## src/rtl/fetch_unit.sv

```systemverilog
// Instruction fetch unit: PC register, instruction register and the IF/HOLD/HALT
// sequencer that interlocks instruction latching with PC commit.
module fetch_unit #(
  parameter logic [31:0] RESET_PC   = 32'h0000_0000,
  parameter int          IMEM_BYTES = 128
) (
  input  logic        CLK,
  input  logic        Reset,
  input  logic        IRWre,
  input  logic        PCWre,
  input  logic [1:0]  PCSrc,
  input  logic [31:0] Immediate,
  input  logic [25:0] JumpAddr,
  input  logic [31:0] RegData,
  input  logic        Halt,
  input  logic [31:0] IDataIn,
  output logic [31:0] IAddr,
  output logic        RW,
  output logic [31:0] IR,
  output logic [31:0] PC4,
  output logic        Fetched,
  output logic        Halted,
  output logic        AddrErr
);

  typedef enum logic [1:0] {
    ST_IF   = 2'd0,
    ST_HOLD = 2'd1,
    ST_HALT = 2'd2
  } state_e;

  // Highest PC from which a full word can still be read out of the store.
  localparam logic [31:0] ADDR_LIMIT = 32'(IMEM_BYTES - 4);

  state_e      state_q, state_d;
  logic [31:0] pc_q, pc_d;
  logic [31:0] ir_q, ir_d;
  logic        fetched_q, fetched_d;
  logic        addr_err_q, addr_err_d;
  logic [31:0] pc4;
  logic [31:0] next_pc;

  // Word alignment drops these bits; tying them off keeps the intent explicit.
  logic unused_bits;
  assign unused_bits = ^{RegData[1:0], Immediate[31:30]};

  assign pc4 = pc_q + 32'd4;

  always_comb begin
    next_pc = pc4;
    unique case (PCSrc)
      2'b00: next_pc = pc4;
      2'b01: next_pc = pc4 + {Immediate[29:0], 2'b00};
      2'b10: next_pc = {RegData[31:2], 2'b00};
      2'b11: next_pc = {pc4[31:28], JumpAddr, 2'b00};
      default: next_pc = pc4;
    endcase
  end

  always_comb begin
    // NOTE: every variable gets a default before the case so no path leaves it unassigned (no latches).
    state_d    = state_q;
    pc_d       = pc_q;
    ir_d       = ir_q;
    fetched_d  = 1'b0;
    addr_err_d = addr_err_q;
    unique case (state_q)
      ST_IF: begin
        if (pc_q > ADDR_LIMIT) addr_err_d = 1'b1;
        if (IRWre) begin
          ir_d      = IDataIn;
          fetched_d = 1'b1;
          state_d   = ST_HOLD;
        end
      end
      ST_HOLD: begin
        if (PCWre) begin
          if (Halt) begin
            state_d = ST_HALT;
          end else begin
            pc_d    = next_pc;
            state_d = ST_IF;
          end
        end
      end
      ST_HALT: state_d = ST_HALT;
      default: state_d = ST_IF;
    endcase
  end

  // NOTE: sequential state uses non-blocking assignments so all registers update together.
  always_ff @(posedge CLK or negedge Reset) begin
    if (!Reset) begin
      state_q    <= ST_IF;
      pc_q       <= RESET_PC;
      ir_q       <= 32'd0;
      fetched_q  <= 1'b0;
      addr_err_q <= 1'b0;
    end else begin
      state_q    <= state_d;
      pc_q       <= pc_d;
      ir_q       <= ir_d;
      fetched_q  <= fetched_d;
      addr_err_q <= addr_err_d;
    end
  end

  assign IAddr   = pc_q;
  assign PC4     = pc4;
  assign IR      = ir_q;
  assign RW      = (state_q != ST_HALT);
  assign Halted  = (state_q == ST_HALT);
  assign Fetched = fetched_q;
  assign AddrErr = addr_err_q;

endmodule

```

## config.mk

```make
export PLATFORM = sky130hd
export DESIGN_NAME = fetch_unit
export DESIGN_NICKNAME = d
export VERILOG_FILES = /design/src/rtl/fetch_unit.sv
export SDC_FILE = /design/constraint.sdc
export NUM_CORES = 1
export LEC_CHECK = 0
export CORE_MARGIN = 3
export CORE_UTILIZATION = 25
export CTS_CLUSTER_DIAMETER = 60
export CTS_CLUSTER_SIZE = 25
export DETAILED_ROUTE_END_ITERATION = 12
export SLEW_MARGIN = 15
export SYNTH_ARGS = -nofsm -noshare
export SYNTH_HDL_FRONTEND = slang
export SYNTH_SLANG_ARGS = --single-unit
export TNS_END_PERCENT = 5
```

## constraint.sdc

```tcl
create_clock -name CLK -period 7 [get_ports CLK]
set_input_delay 0.7 -clock CLK [delete_from_list [all_inputs] [get_ports CLK]]
set_output_delay 0.7 -clock CLK [all_outputs]
set_load 0.05 [all_outputs]
```

# Word level (Yosys, flattened, before mapping)
# Cells that the tools add are included.
# classes
add_sub_neg	2
magnitude_cmp	1
n_eq_ne	8
mux	7
bitwise	1
n_reduce_logical	6
# op_table
cell	n
32-bit case mux with 4 select lines	1
32-bit by 3-bit adder with 32-bit output, second input constant	1
32-bit adder	1
32-bit by 7-bit greater-than comparator with 1-bit output, second input constant	1
2-bit == test, second input constant	3
2-bit 2-to-1 mux	3
2-bit inequality test, second input constant	3
2-bit case mux with 3 select lines	1
2-bit AND reduction	3
2-bit by 1-bit == test with 1-bit output, second input constant	2
2-bit logical NOT	2
3-bit AND reduction	1
1-bit 2-to-1 mux	2
1-bit inverter	1
# word_totals
ff_bits	68
inputBits	129
output_inout_bits	100
word_cells	30

# Depth between registers and ports, before layout
# depth
word_depth	3
depth_mapped	17

# Worst setup path before layout
# Ideal clock, no wire load.
# synth_timing
path_type	reg2reg
startpoint	register pc_q[4], in the netlist IAddr[4]
endpoint	register pc_q[31], in the netlist IAddr[31]
arrival_time_ns	4.744
required_time_ns	6.872
setup_slack_ns	2.128
stages_incl_launch_ff	18
path_buffers	2
cell_sequence	dfrtp_1 and3_4 and3_1 buf_4 and3_1 buf_4 nand2_1 xnor2_1 ha_1 a21o_1 a21o_1 a211oi_1 nand2b_1 nand4b_1 a41oi_2 a21oi_1 a311oi_1 mux2_1
# synth_between
elab_chain_len	3
# synth_rtl
item	line	text
from (decl)	36	logic [31:0] pc_q, pc_d;
from (signal assigned)	101	pc_q <= pc_d;
32-bit by 3-bit adder with 32-bit output	47	assign pc4 = pc_q + 32'd4;
via PC4[17]	20	output logic [31:0] PC4,
32-bit adder	53	2'b01: next_pc = pc4 + {Immediate[29:0], 2'b00};
32-bit case mux with 4 select lines	51	unique case (PCSrc)
# The timed path passes the listed nets, and every way through them passes these cells.
# A chain may end at the register's enable or synchronous reset.

# Final worst setup path
# layout_timing
startpoint	register pc_q[4], in the netlist IAddr[4]
endpoint	register pc_q[31], in the netlist IAddr[31]
# layout_between
elab_chain_len	3
# layout_rtl
item	line
32-bit by 3-bit adder with 32-bit output *	47
32-bit adder	53
32-bit case mux with 4 select lines *	51
# Mark *: on every way between the ends. The rest lies on a longest branch, timed or not.

==> key figures <==
Outcome
  – Status: finished clean

Placement
  – Setup WS pre-CTS: between 2000 and 2500 ps
  – Port bufs: 220
  – GPL Wtd Cong: 0.823
  – DP HPWL: about 16 mm

Floorplanning
  – Initial core utilization: 0.256
  – Die width: 156 um
  – Site row count: 54
  – Chip Height: about 160 um
  – Top Ports: between 200 and 250
  – Core area: ~22000 um^2
  – Die Area: approximately 24000 um^2

Drt
  – Initial DRT Pass Iterations: 5
  – Vias: between 5000 and 6000
  – Drt first-iter violations: 308
  – Final WL: a little over 20 mm
  – Wirelength per Cell: approximately 18 um
  – Antenna Violating Nets Remaining: 0
  – Via density: just under 5
  – DRC viols: 0

Timing
  – Fin. max-slew vios: 0
  – Setup TNS: 0 ps
  – Measured slew at the worst slew-check pin: approximately 910 ps
  – Hold slack: roughly 470 ps
  – Final hold violation count: 0
  – Final setup fails: 0
  – Slack of the critical path: 2480 ps
  – Min Tclk post-route: approximately 4500 ps
  – Clock Skews: 10.1 ps
  – Achievable frequency: 0.221 GHz
  – Tcrit/Tclk final: 0.646
  – Slew headroom: 0.391
  – RSZ-0062 raised after global routing: no

Yosys
  – Synth area leader: dfrtp_1
  – Count leader, synth: dfrtp_1
  – Avg Cell Area, Syn: 9.23 um^2
  – Unique masters post-synth: 65
  – Mapped Area: between 5000 and 6000 um^2
  – Register area share after synthesis: 0.295
  – Most used DFF post-synth: dfrtp_1
  – Synth cell count leaders: dfrtp_1 (66), nand2_1 (65), a21oi_1 (42)
  – Post-synthesis instance total: around 600
  – Yosys warns: 0
  – Async SR Flop Fraction: 1.00
  – Register bit total from synthesis: 66
  – EDFF count, synth: 0
  – Top cells by area, synth: dfrtp_1 (30%), mux2_2 (8.3%), ha_1 (8.1%)
  – Synth top area share: 0.295

Global routing
  – Total global routing overflow: 0
  – Pin count of the biggest net entering global routing: 67
  – Antenna violations before repair: 0
  – Tot GR Track Use: 0.164
  – Global-route wire length before repair: between 30 and 40 mm
  – Vias in the first global route: about 5500

CTS
  – Root cell of the clock tree: clkbuf_16
  – CTS Hold Bufs: 0
  – Clock-pin slew on the worst setup and hold paths: approximately 60 ps
  – CTS sink count: 66
  – Clk Latency, worst-skew pair: between 300 and 400 ps
  – TritonCTS clock tree: done
  – Postcts setup bufs: 0
  – H-tree Lvls: 3
  – Cts repair resizes: 0
  – CTS max path bufs: 2
  – CTS Buf Count: 9

Setup path
  – Critical Path RT: just over 7000 ps
  – Crit path to: IAddr[31]
  – Crit Reg-Reg Startpoint: IAddr[4]
  – Critical path data arrival time: 4740 ps
  – Critical path endpoint category: register
  – R2R Setup Slk: 2480 ps
  – Worst Setup Start Kind: register
  – Crit. Startpoint: IAddr[4]
  – Worst Reg-to-Reg Cells: 15
  – Kind of critical path: reg2reg
  – CP Max Fanout: 7
  – RR Endpoint: IAddr[31]

Power and ir drop
  – Pwr/cell area: around 500 nW/um^2
  – Gate power share: 0.688
  – Internal Power: ~2000 uW
  – Sw Ratio: 0.525
  – Psw: 2210 uW
  – Clock power frac: 0.127
  – Maximum vdd drop: around 0.00027 V
  – Static leakage: between 0.003 and 0.004 uW
  – Sequential power share: 0.185

Final layout
  – Area Growth Syn to Fin: 49.7%
  – Layout cells sized above 1: 0.112
  – Antenna diodes: 0
  – Final core utilization: 0.383
  – Nets: about 1000

Min path
  – Type of the most critical hold path: reg2reg

Job
  – Max Cap Viol: 0
kinds of logic after synthesis:
family	Yosys count	synth area share
AO/OA/AOI/OAI	142	0.168
XOR/XNOR	49	0.0801
adder cells (fa/ha/maj)	37	0.0841
buffers and inverters	45	0.0351
flip-flops	66	0.295
multiplexers	71	0.161
other	1	0.000670
AND/OR/NAND/NOR	195	0.176
worst max-delay path, cell delays in order, from the launching register on:
cell and delay (ps):
dfrtp_1 480, and3_4 250, and3_1 300, and3_1 430, nand2_1 120, xnor2_1 290, ha_1 330, a21o_1 190
a21o_1 190, a211oi_1 390, nand2b_1 190, nand4b_1 150, a41oi_2 310, a21oi_1 100, a311oi_1 330, mux2_1 350
per-stage QoR:
stage | instance area [um^2] | power, uW | instances
CTS | 8370 | 4250 | 1095
global route | 8370 | 4480 | 1095
finish | 8370 | 4220 | 1095
global placement | 8030 | 3680 | 1079
floorplan | 5610 | 2750 | 609
detailed placement | 8030 | 3690 | 1079
placed cells by master, fill, tap and decap left out, types with 4 or more instances in the layout:
cell type | synthesis | routed
a211oi_1 | 5 | 5
a21boi_0 | 4 | 4
a21o_1 | 18 | 18
a21oi_1 | 42 | 42
a31oi_1 | 7 | 7
and2_1 | 6 | 6
and3_1 | 14 | 14
and4_1 | 6 | 6
buf_4 | 7 | 6
clkbuf_16 | 0 | 9
clkdlybuf4s50_1 | 0 | 217
conb_1 | 1 | 4
dfrtp_1 | 66 | 66
ha_1 | 36 | 36
inv_1 | 9 | 9
mux2_2 | 41 | 41
mux2i_1 | 17 | 17
mux4_2 | 11 | 11
nand2_1 | 65 | 65
nand2b_1 | 10 | 10
nand3_1 | 13 | 13
nand4_1 | 9 | 9
nor2_1 | 37 | 37
nor3_1 | 11 | 10
nor4_1 | 6 | 6
o21ai_0 | 27 | 27
o221ai_1 | 5 | 5
o31ai_1 | 4 | 4
or2_2 | 4 | 4
xnor2_1 | 29 | 29
xor2_1 | 19 | 19
power groups by stage:
stage | clock (uW) | combinational, uW | sequential, uW
after detailed placement | 0 | 2910 | 783
after CTS | 554 | 2920 | 778
after global placement | 0 | 2900 | 778
after global routing | 564 | 3100 | 813
final | 536 | 2900 | 779
after floorplan | 0 | 1410 | 1340
worst min-delay path by stage:
stage	start	endpoint	slack (ps)	depth (start not counted)
after detailed placement	AddrErr	AddrErr	460	1
after floorplan	Reset	AddrErr	400	0
after CTS	AddrErr	AddrErr	470	1
final	AddrErr	AddrErr	470	1
after global placement	AddrErr	AddrErr	450	1
after global routing	AddrErr	AddrErr	490	1
flip-flops by register name (all words and copies together) (netlist names):
signal and count:
AddrErr 1, Fetched 1, IAddr 30, IR 32
state_q 2
area by class of cell:
type                            count  area [um^2]
Fill cell                        2230        13500
Multi-Input combinational cell    498         3760
Timing Repair Buffer              226         2230
Sequential cell                    66         1650
Tap cell                          280          350
Clock buffer                       10          229
Clock inverter                      6          115
Inverter                            9         33.8
per-layer routing:
layer,vias to the layer above,routed length [um],share of wire,track usage
met1,2609,8850,0.44,0.218
met5,-,0,0,0
met4,0,373,0.018,0.0500
met3,24,1030,0.051,0.0244
met2,154,9910,0.49,0.276
li1,2633,-,-,-
(Power assumes the default switching activity.)
